## config.mk

```make
export PLATFORM = sky130hd
export DESIGN_NAME = fetch_unit
export DESIGN_NICKNAME = d
export VERILOG_FILES = /design/src/rtl/fetch_unit_pkg.sv /design/src/rtl/fetch_fifo.sv /design/src/rtl/fetch_unit.sv
export SDC_FILE = /design/constraint.sdc
export NUM_CORES = 1
export LEC_CHECK = 0
export BUFFER_PORTS_ARGS = -buffer_cell sky130_fd_sc_hd__buf_2
export CORE_MARGIN = 4
export CORE_UTILIZATION = 56
export DETAILED_ROUTE_END_ITERATION = 16
export PLACE_DENSITY_LB_ADDON = 0.08
export SKIP_CTS_REPAIR_TIMING = 1
export SLEW_MARGIN = 20
export SYNTH_ARGS = -nofsm -noshare
export SYNTH_HDL_FRONTEND = slang
export SYNTH_SLANG_ARGS = --single-unit
```

## constraint.sdc

```tcl
create_clock -name clk -period 5 [get_ports clk]
set_clock_uncertainty 0.2 [all_clocks]
set_input_delay 0.25 -clock clk [delete_from_list [all_inputs] [get_ports clk]]
set_output_delay 0.25 -clock clk [all_outputs]
set_load 0.02 [all_outputs]
```

## src/rtl/fetch_unit_pkg.sv

```systemverilog
// Shared fetch-path constants and the {pc, insn} bundle carried from memory to decode.
package fetch_unit_pkg;
  localparam int unsigned FU_AWIDTH    = 32;
  localparam int unsigned FU_DWIDTH    = 32;
  localparam logic [31:0] BASEADDR_DEF = 32'h0100_0000;
  localparam logic [31:0] PC_INC       = 32'd4;

  typedef struct packed {
    logic [31:0] pc;
    logic [31:0] insn;
  } fetch_bundle_t;
endpackage

```

## src/rtl/fetch_fifo.sv

```systemverilog
// Small synchronous FIFO with occupancy count and flush; head is read combinationally.
module fetch_fifo #(
  parameter int unsigned DEPTH = 2,
  parameter int unsigned WIDTH = 32
) (
  input  logic                       clk,
  input  logic                       rst_n,
  input  logic                       push,
  input  logic                       pop,
  input  logic                       flush,
  input  logic [WIDTH-1:0]           wdata,
  output logic [WIDTH-1:0]           rdata,
  output logic [$clog2(DEPTH):0]     count,
  output logic                       empty
);
  localparam int unsigned PW = $clog2(DEPTH);
  localparam int unsigned CW = PW + 1;

  logic [WIDTH-1:0] r_mem [DEPTH];
  logic [PW-1:0]    r_wptr;
  logic [PW-1:0]    r_rptr;
  logic [CW-1:0]    r_count;
  logic             w_full;
  logic             w_push;
  logic             w_pop;

  assign empty  = (r_count == '0);
  assign w_full = (r_count == CW'(DEPTH));
  assign w_pop  = pop & ~empty;
  // A full FIFO still accepts a push when the head leaves in the same cycle.
  assign w_push = push & (~w_full | w_pop);
  assign rdata  = r_mem[r_rptr];
  assign count  = r_count;

  always_ff @(posedge clk or negedge rst_n) begin
    if (!rst_n) begin
      r_wptr  <= '0;
      r_rptr  <= '0;
      r_count <= '0;
    end else if (flush) begin
      r_wptr  <= '0;
      r_rptr  <= '0;
      r_count <= '0;
    end else begin
      if (w_push) r_wptr <= r_wptr + PW'(1);
      if (w_pop)  r_rptr <= r_rptr + PW'(1);
      r_count <= r_count + CW'(w_push) - CW'(w_pop);
    end
  end

  always_ff @(posedge clk) begin
    if (w_push && !flush) r_mem[r_wptr] <= wdata;
  end
endmodule

```

## src/rtl/fetch_unit.sv

```systemverilog
// Pipeline front end: owns the fetch PC, issues credit-limited in-order fetches,
// buffers returned words for decode and drops responses made stale by a redirect.
module fetch_unit
  import fetch_unit_pkg::*;
#(
  parameter int unsigned       AWIDTH   = FU_AWIDTH,
  parameter int unsigned       DWIDTH   = FU_DWIDTH,
  parameter logic [AWIDTH-1:0] BASEADDR = AWIDTH'(BASEADDR_DEF),
  parameter int unsigned       DEPTH    = 2
) (
  input  logic              clk,
  input  logic              rst_n,
  input  logic              redirect_valid_i,
  input  logic [AWIDTH-1:0] redirect_pc_i,
  output logic              imem_req_valid_o,
  input  logic              imem_req_ready_i,
  output logic [AWIDTH-1:0] imem_req_addr_o,
  input  logic              imem_rsp_valid_i,
  input  logic [DWIDTH-1:0] imem_rsp_data_i,
  output logic              insn_valid_o,
  input  logic              insn_ready_i,
  output logic [DWIDTH-1:0] insn_o,
  output logic [AWIDTH-1:0] insn_pc_o
);
  localparam int unsigned CW = $clog2(DEPTH) + 1;

  logic [AWIDTH-1:0]        r_pc;
  logic [CW-1:0]            r_drop_cnt;
  logic                     r_active;
  logic [CW-1:0]            w_inflight_cnt;
  logic [CW-1:0]            w_fifo_cnt;
  logic [CW:0]              w_occupancy;
  logic                     w_pcq_empty;
  logic                     w_ibuf_empty;
  logic [AWIDTH-1:0]        w_pcq_head;
  logic [AWIDTH+DWIDTH-1:0] w_ibuf_head;
  logic                     w_req_fire;
  logic                     w_rsp_fire;
  logic                     w_rsp_keep;
  logic                     w_insn_pop;

  // Every request reserves a buffer slot, so the instruction FIFO can never overflow.
  assign w_occupancy      = {1'b0, w_inflight_cnt} + {1'b0, w_fifo_cnt};
  assign imem_req_valid_o = r_active & (w_occupancy < (CW+1)'(DEPTH)) & ~redirect_valid_i;
  assign imem_req_addr_o  = r_pc;
  assign w_req_fire       = imem_req_valid_o & imem_req_ready_i;

  // A response with nothing outstanding is a protocol error and is ignored.
  assign w_rsp_fire = imem_rsp_valid_i & ~w_pcq_empty;
  assign w_rsp_keep = w_rsp_fire & (r_drop_cnt == '0) & ~redirect_valid_i;

  assign insn_valid_o = ~w_ibuf_empty & ~redirect_valid_i;
  assign w_insn_pop   = insn_valid_o & insn_ready_i;
  assign insn_pc_o    = w_ibuf_empty ? '0 : w_ibuf_head[AWIDTH+DWIDTH-1:DWIDTH];
  assign insn_o       = w_ibuf_empty ? '0 : w_ibuf_head[DWIDTH-1:0];

  always_ff @(posedge clk or negedge rst_n) begin
    if (!rst_n) begin
      r_pc       <= BASEADDR;
      r_drop_cnt <= '0;
      r_active   <= 1'b0;
    end else begin
      r_active <= 1'b1;
      if (redirect_valid_i) begin
        r_pc       <= {redirect_pc_i[AWIDTH-1:2], 2'b00};
        r_drop_cnt <= w_inflight_cnt - CW'(w_rsp_fire);
      end else begin
        if (w_req_fire) r_pc <= r_pc + AWIDTH'(PC_INC);
        if (w_rsp_fire && r_drop_cnt != '0) r_drop_cnt <= r_drop_cnt - CW'(1);
      end
    end
  end

  // Stale entries stay queued so late responses still pop their PC in order.
  fetch_fifo #(.DEPTH(DEPTH), .WIDTH(AWIDTH)) u_pc_queue (
    .clk   (clk),
    .rst_n (rst_n),
    .push  (w_req_fire),
    .pop   (w_rsp_fire),
    .flush (1'b0),
    .wdata (r_pc),
    .rdata (w_pcq_head),
    .count (w_inflight_cnt),
    .empty (w_pcq_empty)
  );

  fetch_fifo #(.DEPTH(DEPTH), .WIDTH(AWIDTH+DWIDTH)) u_insn_buf (
    .clk   (clk),
    .rst_n (rst_n),
    .push  (w_rsp_keep),
    .pop   (w_insn_pop),
    .flush (redirect_valid_i),
    .wdata ({w_pcq_head, imem_rsp_data_i}),
    .rdata (w_ibuf_head),
    .count (w_fifo_cnt),
    .empty (w_ibuf_empty)
  );

  a_rsp_without_request: assert property (
    @(posedge clk) disable iff (!rst_n) imem_rsp_valid_i |-> !w_pcq_empty
  );
endmodule
```

After elaboration in Yosys (flattened, before gate mapping)
Memories as Yosys holds them, arrays and structs flattened.
Cells that the tools add are included.

storage, ports and cells
  memories = 2
  bits of input ports = 70
  flip-flop bits (word level) = 43
  memory bits (writable) = 192
  logic and storage cells = 71

operators by class
  add/sub/neg operators = 12
  multiplexer cells = 15
  $lt $le $gt $ge = 1
  bitwise logic cells = 19
  eq/ne operators = 2
  reductions and logical operators = 11

memories
  memory            depth  bits a word  rd ports  clocked after Yosys merged registers in  write ports  line              RTL
  u_insn_buf.r_mem  2      64           1         0                                        1            fetch_fifo.sv:19  logic [WIDTH-1:0] r_mem [DEPTH];
  u_pc_queue.r_mem  2      32           1         0                                        1            fetch_fifo.sv:19

operators with widths
  kind                                                                          number
  32-bit 2-to-1 mux                                                             4
  32-bit by 3-bit adder with 32-bit output, second input constant               1
  1-bit bitwise AND                                                             12
  2-bit nonzero test                                                            5
  1-bit 2-to-1 mux                                                              8
  2-bit logical NOT                                                             3
  2-bit 2-to-1 mux                                                              3
  2-bit by 1-bit subtractor with 2-bit output                                   3
  1-bit NOT                                                                     5
  1-bit adder, second input constant                                            4
  2-bit by 1-bit adder with 2-bit output                                        2
  2-bit equality test, second input constant                                    2
  2-bit by 2-bit adder with 3-bit output                                        1
  3-bit by 2-bit less-than comparator with 1-bit output, second input constant  1
  1-bit logical AND                                                             2
  1-bit bitwise OR                                                              2
  2-bit by 1-bit subtractor with 2-bit output, second input constant            1
  1-bit logical NOT                                                             1

Longest topological paths before layout
  depth after elaboration = 10
  mapped depth = 10

By module
Synthesis repeated with hierarchy kept, for this count alone.

unflattened totals
  cells, all modules = 637
  area total of the unflattened synthesis = 9874.5 µm²

modules (own cells, without submodules)
  module                    sequential area each (µm²)  area an instance (µm²)  times used  cells an instance
  fetch_fifo at u_insn_buf  3943.8                      4855.9                  1           221
  fetch_fifo at u_pc_queue  2021.9                      2546.2                  1           122
  fetch_unit                827.0                       2472.4                  1           294

Worst setup path after synthesis
No wires, ideal clock.

  path type = register to register
  start point = reg u_pc_queue.r_count[1] (netlist: u_pc_queue.count[1])
  end point = mem u_insn_buf.r_mem[0][0] in the netlist's numbering (enable)
  clock period less this slack = 4.417 ns
  setup time = 0.491 ns
  path slack = 0.583 ns
  arrival time = 3.727 ns
  cell stages (with the launch flop) = 5
  required time = 4.309 ns
  path through = dfrtp_1 > o21ai_0 > a21oi_1 > and3_1 > nor2b_1

on the way
  word-level cells in the longest chain between the ends = 9

RTL lines
  what                                    line              RTL
  start, declared                         fetch_fifo.sv:22  logic [CW-1:0] r_count;
  start signal, assigned                  fetch_fifo.sv:47  r_count <= r_count + CW'(w_push) - CW'(w_pop);
  2-bit logical NOT                       fetch_fifo.sv:27  assign empty = (r_count == '0);
  1-bit NOT                               fetch_unit.sv:49  assign w_rsp_fire = imem_rsp_valid_i & ~w_pcq_empty;
  1-bit bitwise AND                       fetch_unit.sv:49
  1-bit bitwise AND (2 in series)         fetch_unit.sv:50  assign w_rsp_keep = w_rsp_fire & (r_drop_cnt == '0) & ~redirect_valid_i;
  1-bit bitwise AND                       fetch_fifo.sv:31  assign w_push = push & (~w_full | w_pop);
  1-bit logical AND                       fetch_fifo.sv:52  if (w_push && !flush) r_mem[r_wptr] <= wdata;
  1-bit 2-to-1 mux                        fetch_fifo.sv:52
  1-bit 2-to-1 mux (implied by the code)  fetch_fifo.sv:52
  end, declared                           fetch_fifo.sv:19

No other way between the ends.

Final worst setup path
  start point = reg u_insn_buf.r_count[0] (netlist: u_insn_buf.count[0])
  end point = mem u_pc_queue.r_mem[2][26] (netlist: u_pc_queue.r_mem[1][26]) (enable)

on the way
  word-level cells in the longest chain between the ends = 8

RTL lines
  what                                                   line              RTL
  start, declared                                        fetch_fifo.sv:22
  start signal, assigned                                 fetch_fifo.sv:47
  2-bit by 2-bit adder with 3-bit output                 fetch_unit.sv:43  assign w_occupancy = {1'b0, w_inflight_cnt} + {1'b0, w_fifo_cnt};
  3-bit by 2-bit less-than comparator with 1-bit output  fetch_unit.sv:44  assign imem_req_valid_o = r_active & (w_occupancy < (CW+1)'(DEPTH)) & ~redirect_valid_i;
  1-bit bitwise AND (2 in series)                        fetch_unit.sv:44
  1-bit bitwise AND                                      fetch_unit.sv:46  assign w_req_fire = imem_req_valid_o & imem_req_ready_i;
  1-bit bitwise AND                                      fetch_fifo.sv:31
  1-bit 2-to-1 mux                                       fetch_fifo.sv:52
  1-bit 2-to-1 mux (implied by the code)                 fetch_fifo.sv:52
  end, declared                                          fetch_fifo.sv:19

No other way between the ends.

==> flow_results.org <==
** Outcome
- The flow ran to the end, and the final reports show no timing, DRC or antenna violations.

** Timing
- Worst slack on hold paths :: 0.01223 ns
- Endpoints failing setup :: 0
- Setup slack closes at 1.277 ns.
- The worst path in the final design needs a cycle of 3.723 ns, including I/O delays and setup.
- Max Transition Viols Final :: 0
- Setup repair after global routing left no endpoint under its margin.
- Share of the cycle needed by the critical path after routing :: 74.46%
- After routing, the total negative slack on setup checks comes to 0 ns.
- Max_slew headroom :: 33.74%
- Final hold violation count :: 0
- For the pin with the worst max-slew slack, the measured transition is 0.9938 ns.
- For this run, the top clock speed supported by timing is 268.6 MHz.

** Synth
- The synthesized netlist contains 53 unique library cells.
- For this run, asynchronously set or reset flops after synthesis account for 18.22%.
- Flip-flop and latch count after synthesis :: 225
- Gate count of the mapped netlist :: 631
- The mapped netlist covers 0.009296 mm^2.
- Prevailing post-synth register cell :: sky130_fd_sc_hd__edfxtp_1
- Synthesized area divided by synthesized cell count :: 14.73 um^2
- The synthesized design spends more area on one cell type than any other, namely sky130_fd_sc_hd__edfxtp_1.
- Count of flip-flops with a built-in enable after synthesis :: 184
- sky130_fd_sc_hd__edfxtp_1 is the most common cell in the netlist.
- By area the synthesized netlist is led by sky130_fd_sc_hd__edfxtp_1 59%, sky130_fd_sc_hd__dfrtp_1 11%, sky130_fd_sc_hd__mux2i_1 7.2%.
- The share of synthesized area in the top cell type comes to 59.43%.
- For this run, the register share of the synthesized area comes to 70.48%.
- Commonest cells post-synth :: 184 x sky130_fd_sc_hd__edfxtp_1, 81 x sky130_fd_sc_hd__nor2_1, 67 x sky130_fd_sc_hd__mux2i_1
- Syn. warnings :: 0

** Clocking
- TritonCTS clock tree :: done
- Maximum clock insertion buffer count :: 3
- H-tree depth reported by CTS :: 1
- Clk slew on worst S/H paths :: 0.06 ns
- The clock drives 225 sinks.
- At the later pin of the worst-skew pair, clock insertion delay measures 0.49 ns.
- CTS placed an instance of sky130_fd_sc_hd__clkbuf_16 at the clock tree root.
- The number of clock buffers added by TritonCTS is 22.

** Layout
- Relative to the synthesized area, the layout overhead comes to 26.02%.
- Number of cells in the finished layout apart from fillers :: 1093
- The post-route netlist has 28.16% of its cells at a drive strength greater than 1.
- Register area :: 0.006556 mm^2
- Diodes inserted :: 0
- In the final layout, the multi-input gates occupy 0.002582 mm^2.
- After filler insertion, the fill cell instance count of the layout stands at 1063.
- In the final design database the tool counted 939 nets.

** Placement
- Before CTS, the worst setup slack after placement is 1.246 ns.
- Gp weighted congestion :: 0.8403
- In this run the tool buffered the top-level ports with 161 buffer cells.
- Counting tap cells, the placed design contains a total of 989 instances.
- Hpwl dp :: 12.29 mm

** Die
- The die covers 0.01873 mm^2.
- Initial Utilization :: 57.89%
- The die is 136.8 um tall.
- Measured along the x axis, the die boundary spans 136.8 um.
- After floorplanning, the core was divided into 46 placement rows.
- Core footprint :: 0.01606 mm^2
- During I/O placement, the number of pins put on the boundary was 168.

** Power and ir drop
- Largest voltage drop on the vdd net :: 0.3398 mV
- The analysis attributes to net switching a power of 1.331 mW.
- Combinational logic is responsible for 19.0% of the overall power.
- Switching power share of the total :: 26.93%
- Overall power consumption after layout is estimated at 4.941 mW.
- Pwr dens :: 421.8 mW/mm^2
- Flop pwr share :: 47.8%
- Static leakage :: 4.480 nW
- Internal :: 3.611 mW
- Clock Power Share :: 33.2%

** Setup path
- Crit. End Element :: register
- STA classifies the critical path startpoint as a register.
- Class of the most critical setup path :: reg -> reg
- Max stage delay cell, worst path :: sky130_fd_sc_hd__or4b_4
- On the worst path, the slowest cell contributes a delay of 0.59 ns.
- Cells along the critical path :: inv_1, nor2_1, fa_1, or4b_4, clkinv_4, nand2_2, a21oi_2, and2_1, buf_4
- Grouping stages by cell kind, the critical path spends the most delay in simple AND/OR/NAND/NOR gates.
- Along the worst path, the maximum fanout reaches 23.
- For the worst setup path, the data required time is 4.96 ns.
- Buffers plus inverters on the worst setup path :: 3
- For the worst setup path, the data arrival time is 3.69 ns.

** Global route
- GRT Resource Usage Total :: 20.36%
- The number of global-route vias before repair came to 5677.
- Global-route wire length before repair :: 29.67 mm
- Initial antenna violation count :: 0
- Total overflow reported by the global router :: 0
- Largest net degree at the start of global routing :: 63

** Route
- The first routing iteration left 297 violations.
- Average wire length per cell after detail routing :: 18.26 um
- Number of vias per cell after detailed routing :: 5.434
- Detailed-routing iteration count for the pre-antenna-repair pass :: 4
- The detailed router placed 5939 vias in this run.
- The detail route stage leaves a number of antenna-violating nets equal to 0.
- The routed design has 19.96 mm of wire.
- After detailed routing, the number of remaining DRC violations is 0.

** Job
- Max-cap violations in this run came to 0.

** Worst hold path
- The worst hold path belongs to the class in -> reg.
-- worst min-delay path, delay by kind of cell --
kind | cells | cell delay [ns]
buf+inv | 1 | 0.13
compound gates | 1 | 0.13
simple gates | 1 | 0.12
-- power by group through the flow --
stage | combinational [mW] | sequential (mW) | clock [mW]
3_3_place_gp | 0.880 | 2.39 | 0
5_1_grt | 1.03 | 2.38 | 1.77
2_1_floorplan | 0.615 | 2.38 | 0
3_5_place_dp | 0.904 | 2.40 | 0
4_1_cts | 0.909 | 2.36 | 1.68
6_report | 0.940 | 2.36 | 1.64
-- cells in the final DEF, fill, tap and decap left out, types with 10 or more instances in the layout --
cell type	n
sky130_fd_sc_hd__buf_2	161
sky130_fd_sc_hd__dlygate4sd3_1	64
sky130_fd_sc_hd__edfxtp_1	184
sky130_fd_sc_hd__dfrtp_1	39
sky130_fd_sc_hd__nand3_1	15
sky130_fd_sc_hd__nor2_1	80
sky130_fd_sc_hd__nand2_1	34
sky130_fd_sc_hd__mux2i_1	67
sky130_fd_sc_hd__o21ai_0	17
sky130_fd_sc_hd__mux2_2	30
sky130_fd_sc_hd__inv_1	14
sky130_fd_sc_hd__clkbuf_16	23
sky130_fd_sc_hd__nand4_1	10
-- cells by family (layout without fill, tap and decap cells) --
family / after synthesis / count (layout) / share of synthesized area [%]
adder cells (fa/ha/maj): 8 / 8 / 1.157
other: 2 / 5 / 0.08078
flip-flops: 225 / 225 / 70.48
AO/OA/AOI/OAI: 61 / 61 / 4.617
buffers and inverters: 45 / 288 / 2.059
XOR/XNOR: 9 / 9 / 0.8480
multiplexers: 97 / 97 / 10.85
AND/OR/NAND/NOR: 184 / 184 / 9.906
-- layer usage --
metal | part of all wire, % | global-route usage, % | vias to the layer above
met5 | 0 | 0 | -
li1 | - | - | 2829
met2 | 51 | 35.43 | 214
met1 | 39 | 26.60 | 2862
met3 | 7.3 | 3.824 | 34
met4 | 2.0 | 5.211 | 0
-- through the flow --
step / cell area (um^2) / utilization [%]
floorplan: 9308 / -
global placement: 10350 / 64.45
detailed placement: 10350 / 64.45
CTS: 11070 / 68.97
global route: 11720 / 72.95
finish: 11720 / 72.95
-- flip-flops by register name, summed over array words and instances, names as in the netlist, 2 cells and up --
register,cells
u_pc_queue.r_mem,60
u_pc_queue.count,2
u_insn_buf.r_mem,124
r_drop_cnt,2
imem_req_addr_o,30
u_insn_buf.count,2
-- layout make-up --
class / count / share of cell area (%)
clock inverters: 12 / 1.121
flip-flops and latches: 225 / 55.96
well taps: 216 / 2.307
repair buffers: 233 / 12.97
clock buffers: 28 / 5.073
multi-input cells: 364 / 22.04
inverters: 15 / 0.5233
-- path summary, 6_finish.rpt --
path,start,slack [ns],endpoint,cells past startpoint
min in group asynchronous,rst_n,0.26,r_drop_cnt[0],2
worst max-delay path,u_insn_buf.count[0],1.28,u_pc_queue.r_mem[1][26],9
worst min-delay path,imem_req_ready_i,0.01,imem_req_addr_o[14],3
worst max register to register,u_insn_buf.count[0],1.28,u_pc_queue.r_mem[1][26],9
max in group asynchronous,rst_n,3.61,u_insn_buf.r_rptr,2
worst min register to register,u_pc_queue.r_rptr,0.28,u_pc_queue.r_rptr,1
Note: power is estimated with default switching activity, not from simulation.
